**config.mk**
```make
export PLATFORM = sky130hd
export DESIGN_NAME = aes_mem_responder
export DESIGN_NICKNAME = d
export VERILOG_FILES = /design/src/rtl/aes_mem_responder.sv
export SDC_FILE = /design/constraint.sdc
export NUM_CORES = 1
export LEC_CHECK = 0
export ABC_CLOCK_PERIOD_IN_PS = 2300
export CORE_MARGIN = 3
export CORE_UTILIZATION = 35
export CTS_BUF_LIST = sky130_fd_sc_hd__clkbuf_8
export CTS_CLUSTER_SIZE = 14
export DETAILED_ROUTE_END_ITERATION = 10
export GPL_TIMING_DRIVEN = 0
export MAX_ROUTING_LAYER = met4
export PLACE_DENSITY = 0.64
export SKIP_LAST_GASP = 1
export SLEW_MARGIN = 15
export SYNTH_ARGS = -nofsm -noshare
export SYNTH_HDL_FRONTEND = slang
export SYNTH_SLANG_ARGS = --single-unit
```
**constraint.sdc**
```tcl
create_clock -name ap_clk -period 2.3 [get_ports ap_clk]
set_input_delay 0.575 -clock ap_clk [delete_from_list [all_inputs] [get_ports ap_clk]]
set_output_delay 0.575 -clock ap_clk [all_outputs]
set_load 0.02 [all_outputs]
```
**src/rtl/aes_mem_responder.sv**
```systemverilog
// aes_mem_responder: memory-side responder for the AES kernel's ap_memory
// data port plus the ap_ctrl_hs start/done sequencer that launches it.
// Handshake: the kernel control port follows ap_ctrl_hs. ap_start is held
// high from the cycle after a go until ap_ready is sampled high. ap_done
// sampled high ends the run, and done then pulses for exactly one cycle.
// Kernel memory requests (data_ce0) carry no ready and are always accepted
// while a run is active.
module aes_mem_responder #(
    parameter int DEPTH = 16,
    parameter int AW    = $clog2(DEPTH),
    parameter int DW    = 8
) (
    input  logic          ap_clk,
    input  logic          ap_rst,
    input  logic          go,
    input  logic [AW-1:0] go_offset,
    input  logic          load_vld,
    input  logic [AW-1:0] load_addr,
    input  logic [DW-1:0] load_data,
    input  logic [AW-1:0] dump_addr,
    output logic [DW-1:0] dump_data,
    output logic          busy,
    output logic          done,
    output logic          err,
    output logic          ap_start,
    input  logic          ap_ready,
    input  logic          ap_done,
    output logic [AW-1:0] data_offset,
    input  logic [AW-1:0] data_address0,
    input  logic          data_ce0,
    input  logic          data_we0,
    input  logic [DW-1:0] data_d0,
    output logic [DW-1:0] data_q0,
    output logic [4:0]    rd_count,
    output logic [4:0]    wr_count,
    output logic [1:0]    state_dbg
);

    typedef enum logic [1:0] {
        S_IDLE  = 2'd0,
        S_START = 2'd1,
        S_RUN   = 2'd2,
        S_DONE  = 2'd3
    } state_t;

    state_t        state_q;
    state_t        state_d;
    logic [DW-1:0] mem [DEPTH];

    logic in_idle;
    logic active;
    logic k_rd;
    logic k_wr;
    logic h_ld;
    logic start_run;

    assign in_idle   = (state_q == S_IDLE);
    assign active    = (state_q == S_START) || (state_q == S_RUN);
    assign k_rd      = active && data_ce0 && !data_we0;
    assign k_wr      = active && data_ce0 && data_we0;
    assign h_ld      = in_idle && load_vld;
    assign start_run = in_idle && go;
    assign state_dbg = state_q;

    // State register.
    always_ff @(posedge ap_clk) begin
        if (ap_rst) state_q <= S_IDLE;
        else        state_q <= state_d;
    end

    // Next-state and control outputs (all decoded from the current state).
    always_comb begin
        state_d  = state_q;
        ap_start = 1'b0;
        busy     = 1'b0;
        done     = 1'b0;
        case (state_q)
            S_IDLE: begin
                if (go) state_d = S_START;
            end
            S_START: begin
                ap_start = 1'b1;
                busy     = 1'b1;
                if (ap_ready) state_d = ap_done ? S_DONE : S_RUN;
            end
            S_RUN: begin
                busy = 1'b1;
                if (ap_done) state_d = S_DONE;
            end
            S_DONE: begin
                done    = 1'b1;
                state_d = S_IDLE;
            end
            default: state_d = S_IDLE;
        endcase
    end

    // Run bookkeeping: offset latch, saturating traffic counts, sticky error.
    always_ff @(posedge ap_clk) begin
        if (ap_rst) begin
            data_offset <= '0;
            rd_count    <= 5'd0;
            wr_count    <= 5'd0;
            err         <= 1'b0;
        end else begin
            if (start_run) begin
                data_offset <= go_offset;
                rd_count    <= 5'd0;
                wr_count    <= 5'd0;
            end
            if (k_rd && rd_count != 5'd31) rd_count <= rd_count + 5'd1;
            if (k_wr && wr_count != 5'd31) wr_count <= wr_count + 5'd1;
            if ((data_ce0 && !active) || (load_vld && !in_idle) || (ap_done && in_idle))
                err <= 1'b1;
        end
    end

    // Registered read ports: kernel read data holds between reads; host dump
    // port samples every cycle so it tracks kernel writes one cycle later.
    always_ff @(posedge ap_clk) begin
        if (ap_rst) begin
            data_q0   <= '0;
            dump_data <= '0;
        end else begin
            if (k_rd) data_q0 <= mem[data_address0];
            dump_data <= mem[dump_addr];
        end
    end

    // Buffer write port; contents deliberately survive reset.
    always_ff @(posedge ap_clk) begin
        if (k_wr)      mem[data_address0] <= data_d0;
        else if (h_ld) mem[load_addr]     <= load_data;
    end

endmodule

```
==> results of run 1 <==
==> stage by stage <==
stage / setup TNS [ns] / instances / total power [W] / setup slack (ns) / utilization, %
6_report: 0 / 870 / 0.007724 / 0.01305 / 45.62
5_1_grt: -1.500 / 870 / 0.008031 / -0.06973 / 45.62
4_1_cts: -0.005550 / 867 / 0.007615 / -0.002337 / 44.96
3_5_place_dp: -201.04 / 818 / 0.005509 / -1.197 / 40.96
3_3_place_gp: -201.11 / 818 / 0.005416 / -1.234 / 40.96
2_1_floorplan: 0 / 472 / 0.004811 / 0.05780 / -
==> final timing paths <==
path,start,end,slack (ns),cells after the start
setup / recovery,data_ce0,mem[13][2]$_DFFE_PP_,0.01,7
hold / removal,data_offset[3]$_SDFFE_PP0P_,data_offset[3]$_SDFFE_PP0P_,0.46,2
setup reg to reg,state_dbg[0]$_SDFFE_PP0P_,mem[13][2]$_DFFE_PP_,0.04,8
hold reg to reg,data_offset[3]$_SDFFE_PP0P_,data_offset[3]$_SDFFE_PP0P_,0.46,2
==> power by group through the flow <==
stage          logic (W)  registers [W]  clock network [W]
6_report         0.00216        0.00362            0.00194
3_5_place_dp     0.00182        0.00369                  0
3_3_place_gp     0.00174        0.00367                  0
4_1_cts          0.00202        0.00362            0.00197
5_1_grt          0.00230        0.00365            0.00209
2_1_floorplan    0.00106        0.00375                  0
==> flip-flops by register name (all words and copies together), names as in the netlist <==
register / flops
wr_count: 5
rd_count: 5
state_dbg: 2
mem: 128
err: 1
dump_data: 8
data_q0: 8
data_offset: 4
==> synthesized netlist by cell type (2+ instances only) <==
master and count:
nor3_1 6, o22ai_1 7, nor4b_1 4, o21ai_0 7, buf_6 2, mux4_1 6, dfxtp_1 33, mux2_2 9
inv_1 14, and3_1 3, nor2b_1 3, a31oi_1 4, edfxtp_1 128, nand3_1 12, clkbuf_1 13, nor2_1 29
mux2i_1 36, a22oi_1 5, mux4_2 54, nand2b_1 10, a211oi_1 6, nor4_1 2, buf_2 7, o221ai_1 6
nand2_1 20, buf_1 3, nand3b_1 2, ha_1 9, a21oi_1 19
==> cell usage in the layout (no fill, tap or decap), types with 3 or more instances in the layout <==
cell type,n
a31oi_4,3
inv_6,6
nor4b_2,3
clkbuf_1,9
a211oi_1,6
clkinvlp_4,3
mux2i_1,36
o21ai_0,3
nand2b_1,10
clkbuf_8,19
mux4_2,54
o221ai_1,6
mux2_2,9
nor2b_1,3
clkbuf_2,3
nand2_1,17
inv_1,15
a22oi_1,5
o22ai_1,7
nor2_4,16
buf_4,8
buf_2,6
ha_1,8
edfxtp_1,128
buf_12,16
mux4_1,6
nand3_1,11
buf_6,3
a21oi_1,19
dfxtp_1,31
nor2_1,13
clkdlybuf4s50_1,69
nor3_1,5
==> cells by family after synthesis <==
kind of cell	Yosys count	share of synthesized area, %
multiplexers	105	24.40
flip-flops	161	59.88
adder cells (fa/ha/maj)	9	1.497
AND/OR/NAND/NOR	99	6.770
buffers and inverters	41	2.628
AO/OA/AOI/OAI	57	4.824
==> area by class of cell <==
class	instances	area (um^2)	share of cell area [%]
clock buffer	19	261.5	2.719
buffer	26	166.4	1.730
multi-input combinational	270	3133	32.57
clock inverter	13	101.3	1.054
tap	275	344.1	3.577
inverter	14	52.55	0.5463
timing repair buffer	92	1054	10.95
sequential	161	4507	46.85
==> routing by layer <==
metal	routed length, um	vias to the layer above	GRT usage, %
met4	410	0	5.176
met3	1278	31	3.579
met2	10490	198	29.99
met1	8419	2592	22.64
li1	-	2134	-
met5	0	-	-
==> worst register-to-register path: cells and delay by family (launching register included) <==
family,cells,cell delay [ns]
flops,1,0.34
compound gates,1,0.07
buf+inv,3,0.49
fa+ha+maj,1,0.28
simple gates,3,0.79
==> timing repair <==
action | CTS | global route
gates resized for setup | 45 | 14
setup endpoints to repair | 176 | 262
setup buffers | 18 | 3
pin swaps | 13 | 3
==> results.py, run 1 <==
metrics = {
    "run_status": {
        "status": "completed",
    },
    "timing": {
        "fmax_ghz": 0.4373,
        "report.final.slew_viol_count": 0,
        "fin_worst_skew_ns": 0.01691,
        "rsz0062_at_grt": "yes",
        "min_period_ns": 2.287,
        "setup_viol_count_final": 0,
        "period_share_pct": 99.43,
        "tightestPinTransition_ns": 0.9145,
        "maxSlewHeadroom_pct": 39.03,
        "hold_viol": 0,
        "hold_ws_ns": 0.4599,
    },
    "pwr": {
        "power_leakage_nw": 3.201,
        "clkPwrFrac_pct": 25.1,
        "comb_power_share_pct": 28.0,
        "p_switching_w": 0.002502,
        "ir_drop_mv": 0.3709,
        "intPower_w": 0.005222,
        "power_density_nw_per_um2": 803.0,
        "swShare_pct": 32.39,
        "p_seq_share_pct": 46.9,
    },
    "grt": {
        "grt_max_degree": 17,
        "antenna_found_initial": 0,
        "grt_use_total_pct": 18.04,
        "grt-ovfl-total": 0,
        "grt_pass1_wl_mm": 30.79,
        "grt_pass1_vias": 5129,
    },
    "setup_path": {
        "critPathMostFrequentCell": "buf_12",
        "critical_path.top_delay_family": "buffers and inverters",
        "critPathKind": "input pin to flip-flop",
        "max_stage_delay_ns": 0.60,
        "cp_slowest_cell": "clkdlybuf4s50_1",
        "worst_setup_path_start_kind": "input pin",
        "worstPathCellList": "clkdlybuf4s50_1, and3_4, nor4b_2, a31oi_4, buf_12, nor2_4, buf_12",
        "worstSetupEndpointType": "flip-flop",
        "crit_buf_inv": 3,
        "path_max_fanout": 9,
        "worstPathArrival_ns": 2.47,
        "cp.required_ns": 2.48,
    },
    "yosys": {
        "ys_async_sr_fraction_pct": 0,
        "synth_edf_count": 128,
        "yosys-top-cells-area": "edfxtp_1 51%, mux4_2 16%, dfxtp_1 8.8%, mux2i_1 4.8%, mux4_1 2.1%",
        "syn_nets": 521,
        "ys_warn_count": 0,
        "netlist_area_um2": 7522,
        "synth_flop_cell": "edfxtp_1",
        "ys_seq_elements": 161,
        "synth_largest_area_cell": "edfxtp_1",
        "avgSynthCellArea_um2": 15.94,
        "syn-instance-count": 472,
        "synth_cell_types": 42,
        "yosysSeqAreaShare_pct": 59.88,
        "synth_top_cell_area_share_pct": 51.10,
    },
    "cells_and_area": {
        "num-nets-final": 631,
        "area_growth_pct": 27.88,
        "final_area_um2": 9619,
        "drive_above_1_share_pct": 29.41,
        "fill_cells": 1801,
        "num_antenna_cells": 0,
    },
    "place": {
        "gp_congestion": 0.8177,
        "dpl_cell_area_um2": 8637,
        "dp.final_hpwl_mm": 13.93,
        "portBuffers": 71,
    },
    "clock_tree": {
        "cts_root_buffer": "clkbuf_8",
        "clkLatencyLatePin_ns": 0.47,
        "cts.sinks": 161,
        "numCtsBuffers": 17,
        "clk_pin_slew_worst_paths_ns": 0.09,
        "cts.path.max_buffers": 2,
        "tritoncts": "yes",
        "hold_buffers": 0,
        "htree_num_levels": 4,
    },
    "detailed_routing": {
        "firstDrtPassIters": 5,
        "routed_wl_mm": 20.60,
        "wire_per_inst_um": 23.68,
        "vias_per_cell": 5.695,
        "vias": 4955,
        "ant_nets": 0,
        "drc_errors": 0,
        "drt_iter0_markers": 479,
    },
    "floorplan": {
        "io_pins": 76,
        "die_area_um2": 23290,
        "initial_core_util_pct": 35.67,
        "chipHeight_um": 152.6,
        "rows": 53,
        "die_x_um": 152.6,
        "core_region_area_um2": 21090,
    },
    "run": {
        "max_cap_violations": 0,
    },
    "min_path": {
        "hp-class": "flip-flop to flip-flop",
    },
}
Power figures use the tool's default switching activity.
==> run 2: changes to the inputs <==
SKIP_CTS_REPAIR_TIMING = 1   (was unset)
==> run 2 against run 1 <==
Against the previous run: die area unchanged; critical path type is now flip-flop to flip-flop; non-clock buffer count fell by 4; largest power group unchanged; global-route usage decreased by 0.43 points; highest routed layer unchanged.
==> results.py, run 2 (synthesis gave the netlist of run 1 again) <==
metrics = {
    "pwr": {
        "p_seq_share_pct": 46.8,
        "intPower_w": 0.005225,
        "clkPwrFrac_pct": 25.2,
        "ir_drop_mv": 0.3735,
        "swShare_pct": 32.49,
        "power_leakage_nw": 3.207,
        "p_switching_w": 0.002515,
        "comb_power_share_pct": 28.0,
        "power_w": 0.007740,
        "power_density_nw_per_um2": 805.1,
    },
    "clock_tree": {
        "cts_root_buffer": "clkbuf_8",
        "tritoncts": "yes",
        "cts.path.max_buffers": 2,
        "htree_num_levels": 4,
        "cts.sinks": 161,
        "clkLatencyLatePin_ns": 0.48,
        "numCtsBuffers": 17,
        "clk_pin_slew_worst_paths_ns": 0.09,
    },
    "setup_path": {
        "path_max_fanout": 9,
        "reg2reg_slack_ns": 0.03,
        "worstPathArrival_ns": 2.41,
        "critPathKind": "flip-flop to flip-flop",
        "cp.required_ns": 2.44,
        "worst_setup_path_start_kind": "flip-flop",
        "worstSetupEndpointType": "flip-flop",
    },
    "cells_and_area": {
        "finalNonFillerCells": 866,
        "area_growth_pct": 27.79,
        "num-nets-final": 627,
        "top_register": "mem",
        "num_antenna_cells": 0,
        "mostFrequentLayoutCells": "128 x edfxtp_1, 69 x clkdlybuf4s50_1, 54 x mux4_2, 36 x mux2i_1, 31 x dfxtp_1",
        "final_area_um2": 9613,
        "drive_above_1_share_pct": 28.76,
        "largestRegisters": "mem: 128 flops, data_q0: 8 flops, dump_data: 8 flops",
        "largest_reg_flops": 128,
        "utilization_pct": 45.59,
        "final_common_cell": "edfxtp_1",
    },
    "place": {
        "dp.final_hpwl_mm": 13.93,
        "dpl_cell_area_um2": 8637,
        "placed_cells": 818,
        "gp_congestion": 0.8177,
        "portBuffers": 71,
    },
    "timing": {
        "fin_worst_skew_ns": 0.01704,
        "hold_viol": 0,
        "setup_viol_count_final": 0,
        "tns_ns": 0,
        "rsz0062_at_grt": "yes",
        "report.final.slew_viol_count": 0,
        "min_period_ns": 2.274,
        "fmax_ghz": 0.4397,
        "maxSlewHeadroom_pct": 34.61,
        "period_share_pct": 98.87,
        "tightestPinTransition_ns": 0.9733,
    },
    "grt": {
        "grt_pass1_vias": 4971,
        "grt-ovfl-total": 0,
        "grt_max_degree": 17,
        "grt_use_total_pct": 17.61,
        "grt_pass1_wl_mm": 29.93,
        "antenna_found_initial": 0,
    },
    "detailed_routing": {
        "drc_errors": 0,
        "wire_per_inst_um": 23.95,
        "routed_wl_mm": 20.74,
        "vias_per_cell": 5.775,
        "drt_iter0_markers": 516,
        "ant_nets": 0,
        "vias": 5001,
        "firstDrtPassIters": 5,
    },
    "floorplan": {
        "initial_core_util_pct": 35.67,
        "die_area_um2": 23290,
        "chipHeight_um": 152.6,
        "io_pins": 76,
        "rows": 53,
        "die_x_um": 152.6,
        "core_region_area_um2": 21090,
    },
    "run": {
        "max_cap_violations": 0,
    },
    "min_path": {
        "hp-class": "flip-flop to flip-flop",
    },
    "run_status": {
        "status": "completed",
    },
}
run 2: area by class of cell:
type / instances / area [um^2]
inverter: 14 / 52.55
timing repair buffer: 88 / 1044
clock inverter: 13 / 101.3
multi-input combinational: 270 / 3139
clock buffer: 19 / 261.5
tap: 275 / 344.1
fill: 1820 / 11470
sequential: 161 / 4507
buffer: 26 / 163.9
run 2: worst max-delay path, cell delays in order, from the launching register on:
cell and delay, ns:
dfxtp_2 0.34, inv_1 0.16, ha_4 0.19, nand2_1 0.34
nor4_2 0.41, a31oi_4 0.14, nor2_4 0.35
run 2: per-stage QoR:
stage / hold WS (ns) / setup WS [ns]
2_1_floorplan: 0.5345 / 0.05780
3_3_place_gp: 0.4464 / -1.234
3_5_place_dp: 0.4499 / -1.197
4_1_cts: 0.4617 / -0.7098
5_1_grt: 0.4888 / -0.09478
6_report: 0.4619 / 0.02590
run 2: routing by layer:
layer | vias up | track usage, % | wire (um)
li1 | 2124 | - | -
met1 | 2614 | 22.96 | 8420
met2 | 226 | 28.66 | 10550
met3 | 37 | 2.641 | 1301
met4 | 0 | 5.600 | 470
met5 | - | - | 0
run 2: final timing paths:
kind | from | to | cells past startpoint
hold reg to reg | data_offset[3]$_SDFFE_PP0P_ | data_offset[3]$_SDFFE_PP0P_ | 2
setup reg to reg | state_dbg[0]$_SDFFE_PP0P_ | mem[0][1]$_DFFE_PP_ | 6
setup / recovery | state_dbg[0]$_SDFFE_PP0P_ | mem[0][1]$_DFFE_PP_ | 6
hold / removal | data_offset[3]$_SDFFE_PP0P_ | data_offset[3]$_SDFFE_PP0P_ | 2
run 2: power by group through the flow:
stage | sequential (W) | clock, W | combinational, W
floorplan | 0.00375 | 0 | 0.00106
global placement | 0.00367 | 0 | 0.00174
detailed placement | 0.00369 | 0 | 0.00182
CTS | 0.00362 | 0.00197 | 0.00182
global route | 0.00365 | 0.00209 | 0.00230
finish | 0.00362 | 0.00195 | 0.00216
==> run 3: changes to the inputs <==
CORE_ASPECT_RATIO = 1.1   (was unset)
==> run 3 against run 2 <==
Against the previous run: clock-buffer cell count fell by 2; final area rose by 0.83%; total power is 1.2% higher; global-route usage is 0.29 points higher; sequential power is essentially flat; register-to-register slack is essentially flat; combinational power about the same; non-clock buffer count grew 2; flip-flop and latch count unchanged; critical path type is now input pin to flip-flop; highest routed layer unchanged.
==> results.py, run 3 (synthesis gave the netlist of run 1 again) <==
metrics = {
    "clock_tree": {
        "cts.path.max_buffers": 2,
        "cts.sinks": 161,
        "cts_root_buffer": "clkbuf_8",
        "clkLatencyLatePin_ns": 0.48,
        "tritoncts": "yes",
        "clk_pin_slew_worst_paths_ns": 0.09,
        "numCtsBuffers": 17,
        "htree_num_levels": 4,
    },
    "floorplan": {
        "rows": 55,
        "io_pins": 76,
        "chipHeight_um": 159.8,
        "initial_core_util_pct": 36.08,
        "die_x_um": 145.8,
        "die_area_um2": 23290,
        "core_region_area_um2": 20850,
    },
    "detailed_routing": {
        "wl_met3_mm": 1.249,
        "vias": 4885,
        "routed_wl_mm": 20.44,
        "firstDrtPassIters": 5,
        "drt_iter0_markers": 469,
        "drc_errors": 0,
        "wl_met2_mm": 10.71,
        "wire_per_inst_um": 23.28,
        "drt-met1-wl_mm": 8.051,
        "top_layer_used": "met4",
        "vias_per_cell": 5.564,
        "ant_nets": 0,
    },
    "setup_path": {
        "reg2reg_to": "mem[10][0]$_DFFE_PP_",
        "worstPathArrival_ns": 2.52,
        "r2r-start": "state_dbg[1]$_SDFFE_PP0P_",
        "worstPathCellList": "clkdlybuf4s50_1, buf_2, buf_4, inv_1, a31oi_4, nor2_4, buf_12",
        "crit_buf_inv": 5,
        "critical_path.top_delay_family": "buffers and inverters",
        "max_stage_delay_ns": 0.55,
        "path_max_fanout": 10,
        "cp.required_ns": 2.54,
        "cp_slowest_cell": "clkdlybuf4s50_1",
        "reg2reg_slack_ns": 0.04,
        "worstSetupEndpointType": "flip-flop",
        "reg2reg_depth": 8,
        "worst_setup_path_start_kind": "input pin",
        "critPathKind": "input pin to flip-flop",
    },
    "timing": {
        "hold_viol": 0,
        "setup_viol_count_final": 0,
        "maxSlewHeadroom_pct": 40.95,
        "fmax_ghz": 0.4393,
        "hold_ws_ns": 0.4583,
        "rsz0062_at_grt": "yes",
        "tightestPinTransition_ns": 0.8857,
        "fin_worst_skew_ns": 0.01176,
        "layout_setup_ws_ns": 0.02380,
        "period_share_pct": 98.97,
        "tns_ns": 0,
        "report.final.slew_viol_count": 0,
        "min_period_ns": 2.276,
    },
    "pwr": {
        "power_leakage_nw": 3.242,
        "ir_drop_mv": 0.3182,
        "power_density_nw_per_um2": 808.3,
    },
    "cells_and_area": {
        "num_antenna_cells": 0,
        "final_common_cell": "edfxtp_1",
        "drive_above_1_share_pct": 29.17,
        "top_register": "mem",
        "num-nets-final": 629,
        "fill_cells": 1739,
        "multiInputGateArea_um2": 3166,
        "area_growth_pct": 28.86,
        "finalNonFillerCells": 878,
        "regArea_um2": 4507,
        "largest_reg_flops": 128,
        "mostFrequentLayoutCells": "128 x edfxtp_1, 69 x clkdlybuf4s50_1, 54 x mux4_2, 36 x mux2i_1, 31 x dfxtp_1",
        "largestRegisters": "mem: 128 flops, data_q0: 8 flops, dump_data: 8 flops",
    },
    "grt": {
        "grt-ovfl-total": 0,
        "grt_max_degree": 17,
        "grt_pass1_wl_mm": 30.10,
        "grt_use_total_pct": 17.90,
        "antenna_found_initial": 0,
        "grt_pass1_vias": 4934,
    },
    "place": {
        "post-place-ws_ns": -1.193,
        "dp.final_hpwl_mm": 14.15,
        "gp_congestion": 0.8337,
        "placed_cells": 828,
        "portBuffers": 71,
    },
    "min_path": {
        "worst_hold_startpoint": "data_offset[1]$_SDFFE_PP0P_",
        "min_to": "data_offset[1]$_SDFFE_PP0P_",
        "hp-class": "flip-flop to flip-flop",
        "holdPathStages": 2,
    },
    "run": {
        "max_cap_violations": 0,
    },
    "run_status": {
        "status": "completed",
    },
}
==> run 3: cell types whose count changed in the layout (fill, tap and decap cells not counted), sizes merged <==
cell,before,now
clkinv,3,5
inv,21,22
bufinv,0,1
clkinvlp,3,1
buf,29,31
clkbuf,33,31
==> run 3: per-layer routing <==
| metal | vias up | track usage, % |
|---|---|---|
| met5 | - | - |
| met4 | 0 | 6.995 |
| met3 | 35 | 3.519 |
| met2 | 211 | 29.60 |
| met1 | 2505 | 21.76 |
| li1 | 2134 | - |
==> run 3: layout make-up <==
cell class,count,share of cell area (%)
multi-input combinational,270,32.66
timing repair buffer,90,11.05
clock buffer,17,2.414
inverter,14,0.5421
clock inverter,15,1.536
sequential,161,46.50
tap,285,3.679
buffer,26,1.626
==> run 3: per-stage QoR <==
step	total power, W	area, um^2	utilization [%]
floorplan	0.004811	7582	-
global placement	0.005437	8650	41.48
detailed placement	0.005510	8650	41.48
CTS	0.007521	9032	43.32
global route	0.008188	9693	46.49
finish	0.007835	9693	46.49
==> run 3: where the power goes <==
group          internal, W  switching (W)
clock             0.000889        0.00115
combinational     0.000896        0.00127
sequential         0.00352       0.000112
==> run 3: worst max-delay path by stage <==
stage                            to  depth (start not counted)  slack, ns                       from
4_1_cts        mem[15][0]$_DFFE_PP_                          5      -0.69           data_address0[1]
6_report       mem[12][2]$_DFFE_PP_                          7       0.02           data_address0[1]
5_1_grt        mem[10][0]$_DFFE_PP_                          8      -0.08  state_dbg[1]$_SDFFE_PP0P_
3_3_place_gp   mem[15][2]$_DFFE_PP_                          5      -1.15           data_address0[1]
2_1_floorplan  mem[10][0]$_DFFE_PP_                          7       0.06  state_dbg[0]$_SDFFE_PP0P_
3_5_place_dp   mem[15][2]$_DFFE_PP_                          5      -1.19           data_address0[1]
==> run 3: worst reg2reg max path, cell delays in order, from the launching register on <==
cell and delay (ns):
dfxtp_2 0.39, inv_1 0.11, ha_4 0.28, and3_2 0.31
nor4b_2 0.34, o21ai_2 0.11, buf_12 0.16, nor2_4 0.12
buf_12 0.15
